--- src/rtl/serial_sub_pkg.sv ---
// ----------------------------------------------------------------------------
// serial_sub_pkg
//   Shared type for the bit-serial subtractor.
//   sub_state_t : controller state (IDLE, RUN, DONE)
// ----------------------------------------------------------------------------
package serial_sub_pkg;

   typedef enum logic [1:0] {
      IDLE = 2'd0,
      RUN  = 2'd1,
      DONE = 2'd2
   } sub_state_t;

endpackage

--- src/rtl/full_subtractor.sv ---
// ----------------------------------------------------------------------------
// full_subtractor
//   Combinational 1-bit full subtractor: d = a - b - Bin, Bout = borrow out.
//   Ports:
//     a    in  1  minuend bit
//     b    in  1  subtrahend bit
//     Bin  in  1  borrow in
//     d    out 1  difference bit
//     Bout out 1  borrow out
// ----------------------------------------------------------------------------
module full_subtractor (
   input  logic a,
   input  logic b,
   input  logic Bin,
   output logic d,
   output logic Bout
);

   assign d    = a ^ b ^ Bin;
   // Borrow when b exceeds a outright, or when a == b and a borrow is pending.
   assign Bout = (~a & b) | (~(a ^ b) & Bin);

endmodule

--- src/rtl/serial_subtractor.sv ---
// ----------------------------------------------------------------------------
// serial_subtractor
//   Bit-serial N-bit subtractor: diff = a - b - Bin (mod 2^N), Bout = borrow.
//   One bit per clock, LSB first, through a single full_subtractor cell.
//   Start accepted at edge k -> busy for N cycles -> done pulse at cycle k+N+1.
//   Ports:
//     clk    in   1  rising-edge clock
//     rst_n  in   1  synchronous active-low reset (aborts any operation)
//     start  in   1  request, sampled only in IDLE or DONE
//     a      in   N  minuend, captured on accepted start
//     b      in   N  subtrahend, captured on accepted start
//     Bin    in   1  borrow in, captured on accepted start
//     busy   out  1  high while the operation is running
//     done   out  1  one-cycle pulse when diff/Bout become valid
//     diff   out  N  difference, held until next accepted start
//     Bout   out  1  final borrow out, held with diff
// ----------------------------------------------------------------------------
module serial_subtractor
   import serial_sub_pkg::*;
#(
   parameter int N = 4
) (
   input  logic         clk,
   input  logic         rst_n,
   input  logic         start,
   input  logic [N-1:0] a,
   input  logic [N-1:0] b,
   input  logic         Bin,
   output logic         busy,
   output logic         done,
   output logic [N-1:0] diff,
   output logic         Bout
);

   localparam int            CW   = $clog2(N) + 1;
   localparam logic [CW-1:0] LAST = CW'(N - 1);

   sub_state_t    state;
   logic [N-1:0]  a_sh;
   logic [N-1:0]  b_sh;
   logic [CW-1:0] cnt;
   logic          br;
   logic          d_bit;
   logic          br_next;

   // Operands are shifted right each RUN cycle so the current bit is always
   // at position 0; this avoids a variable bit-select on the counter.
   full_subtractor u_cell (
      .a    (a_sh[0]),
      .b    (b_sh[0]),
      .Bin  (br),
      .d    (d_bit),
      .Bout (br_next)
   );

   // Shift the new difference bit in at the MSB (works for N == 1 as well).
   function automatic logic [N-1:0] shift_in(input logic [N-1:0] cur,
                                             input logic         msb);
      logic [N-1:0] t;
      t        = cur >> 1;
      t[N-1]   = msb;
      return t;
   endfunction

   always_ff @(posedge clk) begin
      if (!rst_n) begin
         state <= IDLE;
         busy  <= 1'b0;
         done  <= 1'b0;
         diff  <= '0;
         Bout  <= 1'b0;
         a_sh  <= '0;
         b_sh  <= '0;
         cnt   <= '0;
         br    <= 1'b0;
      end else begin
         case (state)
            IDLE, DONE: begin
               done <= 1'b0;
               if (start) begin
                  a_sh  <= a;
                  b_sh  <= b;
                  br    <= Bin;
                  cnt   <= '0;
                  diff  <= '0;
                  busy  <= 1'b1;
                  state <= RUN;
               end else begin
                  state <= IDLE;
               end
            end
            RUN: begin
               diff <= shift_in(diff, d_bit);
               br   <= br_next;
               a_sh <= a_sh >> 1;
               b_sh <= b_sh >> 1;
               cnt  <= cnt + 1'b1;
               if (cnt == LAST) begin
                  Bout  <= br_next;
                  busy  <= 1'b0;
                  done  <= 1'b1;
                  state <= DONE;
               end
            end
            default: begin
               busy  <= 1'b0;
               done  <= 1'b0;
               state <= IDLE;
            end
         endcase
      end
   end

endmodule

--- config.mk ---
export PLATFORM = sky130hd
export DESIGN_NAME = serial_subtractor
export DESIGN_NICKNAME = d
export VERILOG_FILES = /design/src/rtl/serial_sub_pkg.sv /design/src/rtl/full_subtractor.sv /design/src/rtl/serial_subtractor.sv
export SDC_FILE = /design/constraint.sdc
export NUM_CORES = 1
export LEC_CHECK = 0
export CAP_MARGIN = 0
export CORE_ASPECT_RATIO = 1.2
export CORE_MARGIN = 2
export CORE_UTILIZATION = 53
export CTS_CLUSTER_DIAMETER = 150
export CTS_CLUSTER_SIZE = 25
export DETAILED_ROUTE_END_ITERATION = 16
export GPL_TIMING_DRIVEN = 0
export HOLD_SLACK_MARGIN = 0.15
export PLACE_DENSITY = 0.84
export RECOVER_POWER = 50
export REMOVE_ABC_BUFFERS = 1
export SLEW_MARGIN = 20
export SYNTH_ARGS = -nofsm -noshare
export SYNTH_HDL_FRONTEND = slang
export SYNTH_SLANG_ARGS = --single-unit
--- constraint.sdc ---
create_clock -name clk -period 2.25 [get_ports clk]
set_input_delay 0.225 -clock clk [delete_from_list [all_inputs] [get_ports clk]]
set_output_delay 0.225 -clock clk [all_outputs]
set_load 0.01 [all_outputs]
# Yosys cells after proc, flatten, opt, wreduce, memory -nomap -nowiden
# Cells that the tools add are included.
# Widths: inputs -> output; s select.
[word_totals]
reg_bits = 21
inputBits = 12
output_inout_bits = 7
[classes]
n_addsub = 1
eq_ne = 5
mux = 16
n_bitwise = 7
reduce_logical = 7
[ops]
columns = ["cell", "count"]
rows = [
  ["$pmux 4 s2", 3],
  ["$mux 4", 3],
  ["$reduce_and 2->1", 4],
  ["$pmux 3 s2", 1],
  ["$mux 1", 4],
  ["$ne 2x2->1 const B", 2],
  ["$pmux 1 s2", 2],
  ["$pmux 2 s2", 1],
  ["$add 3x1->3 const B", 1],
  ["$eq 3x2->1 const B", 1],
  ["$mux 3", 1],
  ["$and 1x1->1", 2],
  ["$eq 2x1->1 const B", 1],
  ["$eq 2x2->1 const B", 1],
  ["$logic_not 2->1", 1],
  ["$mux 2", 1],
  ["$not 1->1", 2],
  ["$reduce_bool 2->1", 1],
  ["$reduce_or 2->1", 1],
  ["$xor 1x1->1", 2],
  ["$or 1x1->1", 1],
]

# Depth between registers and ports, before layout
# Gate-level depths: netlist of run 1.
[logic_depth]
word_depth = 5
depth_mapped = 5
ltp_nobuf = 5

# Cells and area by module
# A second synthesis of run 1 with hierarchy kept.
[hier_totals]
cells_unflattened = 106
hier_area_um2 = 953.4
[by_module_without_submodules]
columns = ["mod", "n_inst", "cells_per_inst", "area_each_um2"]
rows = [
  ["serial_subtractor", 1, 102, 922.1],
  ["full_subtractor", 1, 4, 31.3],
]

# Worst setup path before layout of run 1
# OpenSTA, ideal clock, no wires.
[synth_path]
path_type = "register to register"
startpoint = "reg br"
endpoint = "reg br"
setup_ns = 0.070
t_arrival_ns = 1.039
t_required_ns = 2.180
setup_slack_ns = 1.141
path_stages_with_launch = 5
path_buffers = 0
path_cell_list = "dfxtp_1 -> inv_1 -> fa_1 -> a2bb2oi_1 -> a21oi_1"
[synth_between]
elab_chain_len = 3
[synth_lines]
columns = ["element", "line_no", "rtl"]
rows = [
  ["start: declaration", "serial_subtractor.sv:42", "logic br;"],
  ["start signal: assignment", "serial_subtractor.sv:83", "br <= Bin;"],
  ["start signal: assignment", "serial_subtractor.sv:94", "br <= br_next;"],
  ["$and 1x1->1", "full_subtractor.sv:21", "assign Bout = (~a & b) | (~(a ^ b) & Bin);"],
  ["$or 1x1->1", "full_subtractor.sv:21", ""],
  ["$pmux 1 s2", "serial_subtractor.sv:77", "case (state)"],
]
# Every way passes these cells.
# A chain may end at the register's enable or synchronous reset.

# Worst setup path after layout of run 1
[layout_path]
startpoint = "reg state[1]"
endpoint = "reg a_sh[0]"
[layout_between]
elab_chain_len = 4
word_cells_on_any_way = 8
[layout_lines]
columns = ["element", "line_no", "rtl"]
rows = [
  ["start: declaration", "serial_subtractor.sv:38", "sub_state_t state;"],
  ["start signal: assignment", "serial_subtractor.sv:67", "state <= IDLE;"],
  ["start signal: assignment", "serial_subtractor.sv:87", "state <= RUN;"],
  ["start signal: assignment", "serial_subtractor.sv:89", "state <= IDLE;"],
  ["$eq 2x2->1 / $logic_not 2->1 (equally long branches)", "serial_subtractor.sv:77", ""],
  ["$reduce_or 2->1", "serial_subtractor.sv:77", ""],
  ["$ne 2x2->1 (no line) / $reduce_bool 2->1 (equally long branches)", "--", ""],
  ["$reduce_and 2->1 (no line)", "--", ""],
  ["end signal: assignment", "serial_subtractor.sv:95", "a_sh <= a_sh >> 1;"],
  ["end: declaration", "serial_subtractor.sv:39", "logic [N-1:0] a_sh;"],
]
# Several ways; a longest one is shown, not always the timed one.

==> results of run 1 <==
-- cell type report --
cell class | count | area, um2
inverters | 4 | 15.01
flip-flops and latches | 21 | 420.4
fillers | 166 | 648.1
multi-input cells | 72 | 473.0
well taps | 19 | 23.77
clock buffers | 4 | 26.28
repair buffers | 18 | 180.2
-- per-layer routing --
| layer | track usage, % | routed length (um) | vias up |
|---|---|---|---|
| li1 | - | - | 384 |
| met1 | 24.12 | 775 | 346 |
| met2 | 31.34 | 897 | 12 |
| met3 | 2.120 | 51 | 4 |
| met4 | 6.061 | 28 | 0 |
| met5 | 0 | 0 | - |
-- power by group --
group,leakage (nW),internal [mW],switching (mW)
Combinational,0.218,0.0510,0.0656
Sequential,0.172,0.393,0.0135
Clock,0.0150,0.0689,0.102
Total,0.405,0.513,0.181
-- through the flow --
stage | util, % | hold slack, ns | total power [mW] | instances
after floorplan | - | 0.3633 | 0.4861 | 97
after global placement | 62.47 | 0.4506 | 0.5308 | 134
after detailed placement | 62.47 | 0.4594 | 0.5349 | 134
after CTS | 63.94 | 0.4770 | 0.7010 | 138
after global routing | 63.73 | 0.4937 | 0.7354 | 138
final | 63.73 | 0.4716 | 0.6946 | 138
-- logic make-up after synthesis --
logic type,after synthesis,synth area share [%]
AO/OA/AOI/OAI,28,20.30
flip-flops,21,42.64
buffers and inverters,12,9.009
adder cells (fa/ha/maj),3,4.568
AND/OR/NAND/NOR,41,23.48
-- state kept, by name, summed over array words and instances (netlist names) --
| register | count |
|---|---|
| Bout | 1 |
| a_sh | 4 |
| b_sh | 4 |
| br | 1 |
| busy | 1 |
| cnt | 3 |
| diff | 4 |
| done | 1 |
| state | 2 |
-- worst max-delay path, delay by kind of cell (launching register included) --
family,cells,cell delay [ns]
DFF,1,0.35
AOI/OAI and AO/OA,2,0.37
and+or+nand+nor,1,0.80
-- cell usage after synthesis, types with 2 or more instances --
cell type | count | area (um2)
a21oi_1 | 3 | 15.01
ha_1 | 2 | 25.02
buf_6 | 3 | 33.78
o21ai_0 | 3 | 15.01
inv_1 | 3 | 11.26
dfxtp_1 | 21 | 420.4
nand3_2 | 9 | 90.09
nor2b_1 | 2 | 12.51
o21ai_1 | 3 | 15.01
a21oi_2 | 9 | 78.83
nand2b_1 | 4 | 25.02
nor2_1 | 3 | 11.26
a31oi_1 | 6 | 37.54
buf_2 | 2 | 10.01
buf_4 | 2 | 15.01
nand2_1 | 20 | 75.07
-- worst paths after layout --
| path | start | to | slack [ns] | depth (start not counted) |
|---|---|---|---|---|
| max | state[1] | a_sh[0] | 0.66 | 3 |
| min | diff[0] | diff[0] | 0.47 | 2 |
| max reg2reg | state[1] | a_sh[0] | 0.66 | 3 |
| min reg2reg | diff[0] | diff[0] | 0.47 | 2 |
==> results.yml, run 1 <==
timing:
  fin_crit_sh_pct: 70.75
  setup_viol_count_final: 0
  finClkSkew_ns: 0.001220
  final.setup.tns_ns: 0
  grt_setup_unrepaired: "no"
  setup_slack_ns: 0.6582
  layout_min_cycle_time_ns: 1.592
  slew_violations: 0
  finalHoldViolations: 0
  worst_pin_slew_ns: 1.026
  fmax_mhz: 628.2
  slew_headroom_pct: 31.61
layout:
  area_delta_synth_final_pct: 15.48
  drive_above_1_share_pct: 19.33
  final_common_cell: "dfxtp_1"
  final_cell_mix: "21 x dfxtp_1, 20 x nand2_1, 11 x clkdlybuf4s50_1"
  final_nets: 135
  num_antenna_cells: 0
  post-route-cell-area_um2: 1139
yosys:
  synth-seq-cells: 21
  synth_warnings: 0
  synth-edff-count: 0
  ys_async_sr_fraction_pct: 0
  syn_inst: 105
  synth_area_per_cell_um2: 9.390
  syn_area_um2: 985.9
  ys_seq_area_share_pct: 42.64
  synth.distinct_cells: 26
  ys.flop_type: "dfxtp_1"
clock_network:
  cts_root_buf: "clkbuf_4"
  cts_buffers: 3
  cts.repair.resized: 0
  path_clk_slew_ns: 0.11
  cts.sinks: 21
  clk_latency_ns: 0.29
  post_cts_buffers: 0
  cts_max_level: 1
  cts_tree: "done"
  postCtsHoldBufs: 0
  cts.path.max_buffers: 2
worst_hold_path:
  hold_class: "reg -> reg"
place:
  port_buffers: 18
  gp_congestion: 0.7648
  hpwl_mm: 1.238
  place_area_um2: 1116
  place_ws_ns: 0.5501
drt:
  antenna_left: 0
  viasPerCell: 5.406
  routedWlPerCell_um: 12.70
  drt-pass1-iter-count: 4
  via_count: 746
  drcViolationCount: 0
  drt_iter0_markers: 7
  wirelength_mm: 1.753
critical_path:
  slowest_stage: "nand2b_1"
  slowest_delay_ns: 0.80
  worstSetupStartpointType: "flop"
  crit_arrival_ns: 1.81
  setup.worst_path.class: "reg -> reg"
  crit_required_ns: 2.47
  crit_path_end_kind: "flop"
  path_max_fanout: 25
  crit_chain: "nand2b_1 -> o21ai_0 -> a31oi_1"
global_route:
  grt_pass1_wl_mm: 3.167
  grt_usage_pct: 18.49
  overflow: 0
  grt_max_degree: 26
  grt_pass1_vias: 734
  antenna_found_initial: 0
floorplan:
  ios: 19
  coreArea_um2: 1787
  die_w_um: 43.37
  rows: 17
  start_util_pct: 55.18
  die_y_um: 51.25
  die_area_um2: 2223
run_status:
  outcome: "finished clean"
power:
  peakVddDrop_mv: 0.5073
  power_density_nw_per_um2: 610.1
  p_leak_nw: 0.4047
run:
  cap_violations: 0
Power figures use the tool's default switching activity.
==> inputs of run 2 (changes only) <==
--- a/config.mk
+++ b/config.mk
@@ -8,13 +8,13 @@
 export CAP_MARGIN = 0
 export CORE_ASPECT_RATIO = 1.2
 export CORE_MARGIN = 2
-export CORE_UTILIZATION = 53
+export CORE_UTILIZATION = 49
 export CTS_CLUSTER_DIAMETER = 150
 export CTS_CLUSTER_SIZE = 25
 export DETAILED_ROUTE_END_ITERATION = 16
 export GPL_TIMING_DRIVEN = 0
 export HOLD_SLACK_MARGIN = 0.15
-export PLACE_DENSITY = 0.84
+export PLACE_DENSITY = 0.79
 export RECOVER_POWER = 50
 export REMOVE_ABC_BUFFERS = 1
 export SLEW_MARGIN = 20
==> constraint.sdc (replaced) <==
create_clock -name clk -period 1.5 [get_ports clk]
set_input_delay 0.15 -clock clk [delete_from_list [all_inputs] [get_ports clk]]
set_output_delay 0.15 -clock clk [all_outputs]
set_load 0.01 [all_outputs]
==> results.yml, run 2 (synthesis gave the netlist of run 1 again) <==
critical_path:
  setup.worst_path.class: "reg -> out"
  crit_chain: "dlygate4sd3_1"
  worstReg2RegEnd: "br"
  crit_path_end_kind: "primary output"
  path_max_fanout: 2
  critPathBufInv: 1
  r2r-start: "br"
  cp_top_family: "buffers and inverters"
  worstSetupStartpointType: "flop"
  crit_required_ns: 1.35
  crit_arrival_ns: 1.24
  slowest_delay_ns: 0.60
  r2r_cells: 4
  slowest_stage: "dlygate4sd3_1"
  r2r_setup_slack_ns: 0.27
worst_hold_path:
  min_to: "b_sh[3]"
  hold_start: "b[3]"
  hold_class: "in -> reg"
  hold_depth: 3
timing:
  setup_viol_count_final: 0
  finClkSkew_ns: 0.01174
  slew_violations: 0
  layout_min_cycle_time_ns: 1.387
  grt_setup_unrepaired: "no"
  finalHoldViolations: 0
  slew_headroom_pct: 56.30
  fmax_mhz: 721.1
  worst_pin_slew_ns: 0.6542
  fin_crit_sh_pct: 92.45
place:
  hpwl_mm: 1.208
  gp_congestion: 0.7240
  place_area_um2: 1116
  dp.cells: 134
  port_buffers: 18
floorplan:
  die_area_um2: 2389
  rows: 17
  die_w_um: 44.95
  coreArea_um2: 1872
  start_util_pct: 52.67
  die_y_um: 53.14
  ios: 19
power:
  peakVddDrop_mv: 0.4770
  p_sw_share_pct: 27.23
  pwr-share-comb_pct: 16.3
  netSwitchingPower_mw: 0.2878
  power_density_nw_per_um2: 950.0
  p_leak_nw: 0.3869
  pwr-share-clk_pct: 26.0
  internal-power_mw: 0.7689
  power_frac_seq_pct: 57.7
clock_network:
  cts_buffers: 3
  clk_latency_ns: 0.31
  postCtsHoldBufs: 0
  cts_root_buf: "clkbuf_4"
  path_clk_slew_ns: 0.13
  cts.path.max_buffers: 2
  cts_max_level: 1
  cts.sinks: 21
  cts_tree: "done"
drt:
  routedWlPerCell_um: 12.41
  via_count: 771
  drt-pass1-iter-count: 6
  drt_iter0_markers: 7
  wirelength_mm: 1.712
  viasPerCell: 5.587
  antenna_left: 0
  drcViolationCount: 0
layout:
  drive_above_1_share_pct: 16.81
  post-route-cell-area_um2: 1112
  final_cell_mix: "21 x dfxtp_1, 20 x nand2_1, 17 x clkdlybuf4s50_1"
  seq_area_um2: 420.4
  fillers: 189
  final_common_cell: "dfxtp_1"
  num_antenna_cells: 0
  layout.cells.non_filler: 138
  final_nets: 135
  reg.largest.list: "a_sh: 4 flops, b_sh: 4 flops, diff: 4 flops"
  multi_input_area_um2: 445.4
  area_delta_synth_final_pct: 12.82
global_route:
  grt_pass1_wl_mm: 3.118
  overflow: 0
  grt_pass1_vias: 722
  antenna_found_initial: 0
  grt_max_degree: 26
  grt_usage_pct: 17.80
run_status:
  outcome: "finished clean"
run:
  cap_violations: 0
[run 2: changes by cell type in the layout (fill, tap and decap cells not counted)]
cell / change
nand3_1: +7
nand3_2: -7
clkdlybuf4s50_1: +6
dlygate4sd3_1: -6
nand2b_1: -2
nand2b_2: +2
clkbuf_1: -1
clkinv_2: +1
nor2b_1: -1
nor2b_2: +1
o21ai_0: -1
o21ai_1: +1
[run 2: timing repair]
item / 4_1_cts / 5_1_grt
setup buffers: 0 / 0
setup endpoints to repair: 17 / 18
resized for setup: 1 / 2
[run 2: routing by layer]
metal  GRT usage [%]  vias to the layer above  share of wire [%]  wire (um)
li1                -                      387                  -          -
met1           23.79                      369                 45        776
met5               0                        -                  0          0
met2           26.67                       13                 51        865
met3           3.072                        2                3.0         51
met4           9.804                        0                1.1         18
[run 2: worst max path at each step]
stage / startpoint / endpoint / slack, ns / depth (start not counted)
after global placement: start / b_sh[3] / -0.09 / 4
final: done / done / 0.11 / 1
after floorplan: state[1] / br / 0.17 / 3
after detailed placement: start / br / -0.12 / 4
after CTS: state[0] / Bout / 0.03 / 3
after global routing: start / b_sh[1] / 0.06 / 4
[run 2: power groups by stage]
stage	Clock [mW]	Combinational, mW	Sequential (mW)
3_5_place_dp	0	0.178	0.623
4_1_cts	0.281	0.179	0.611
2_1_floorplan	0	0.107	0.622
3_3_place_gp	0	0.174	0.622
5_1_grt	0.303	0.197	0.615
6_report	0.275	0.172	0.609
[run 2: area by class of cell]
cell class / count / share of cell area (%)
clock buffers: 3 / 2.025
clock inverters: 1 / 0.4499
inverters: 4 / 1.350
multi-input cells: 72 / 40.04
flip-flops and latches: 21 / 37.80
well taps: 19 / 2.137
repair buffers: 18 / 16.20
[run 2: stage by stage]
| stage | setup slack [ns] | hold slack, ns | util (%) | setup TNS [ns] | power (mW) |
|---|---|---|---|---|---|
| after floorplan | 0.1712 | 0.2883 | - | 0 | 0.7291 |
| after global placement | -0.09337 | 0.4505 | 59.63 | -1.424 | 0.7959 |
| after detailed placement | -0.1186 | 0.4586 | 59.63 | -1.554 | 0.8016 |
| after CTS | 0.03007 | 0.3815 | 61.23 | 0 | 1.072 |
| after global routing | 0.05711 | 0.4067 | 59.43 | 0 | 1.115 |
| final | 0.1133 | 0.3812 | 59.43 | 0 | 1.057 |
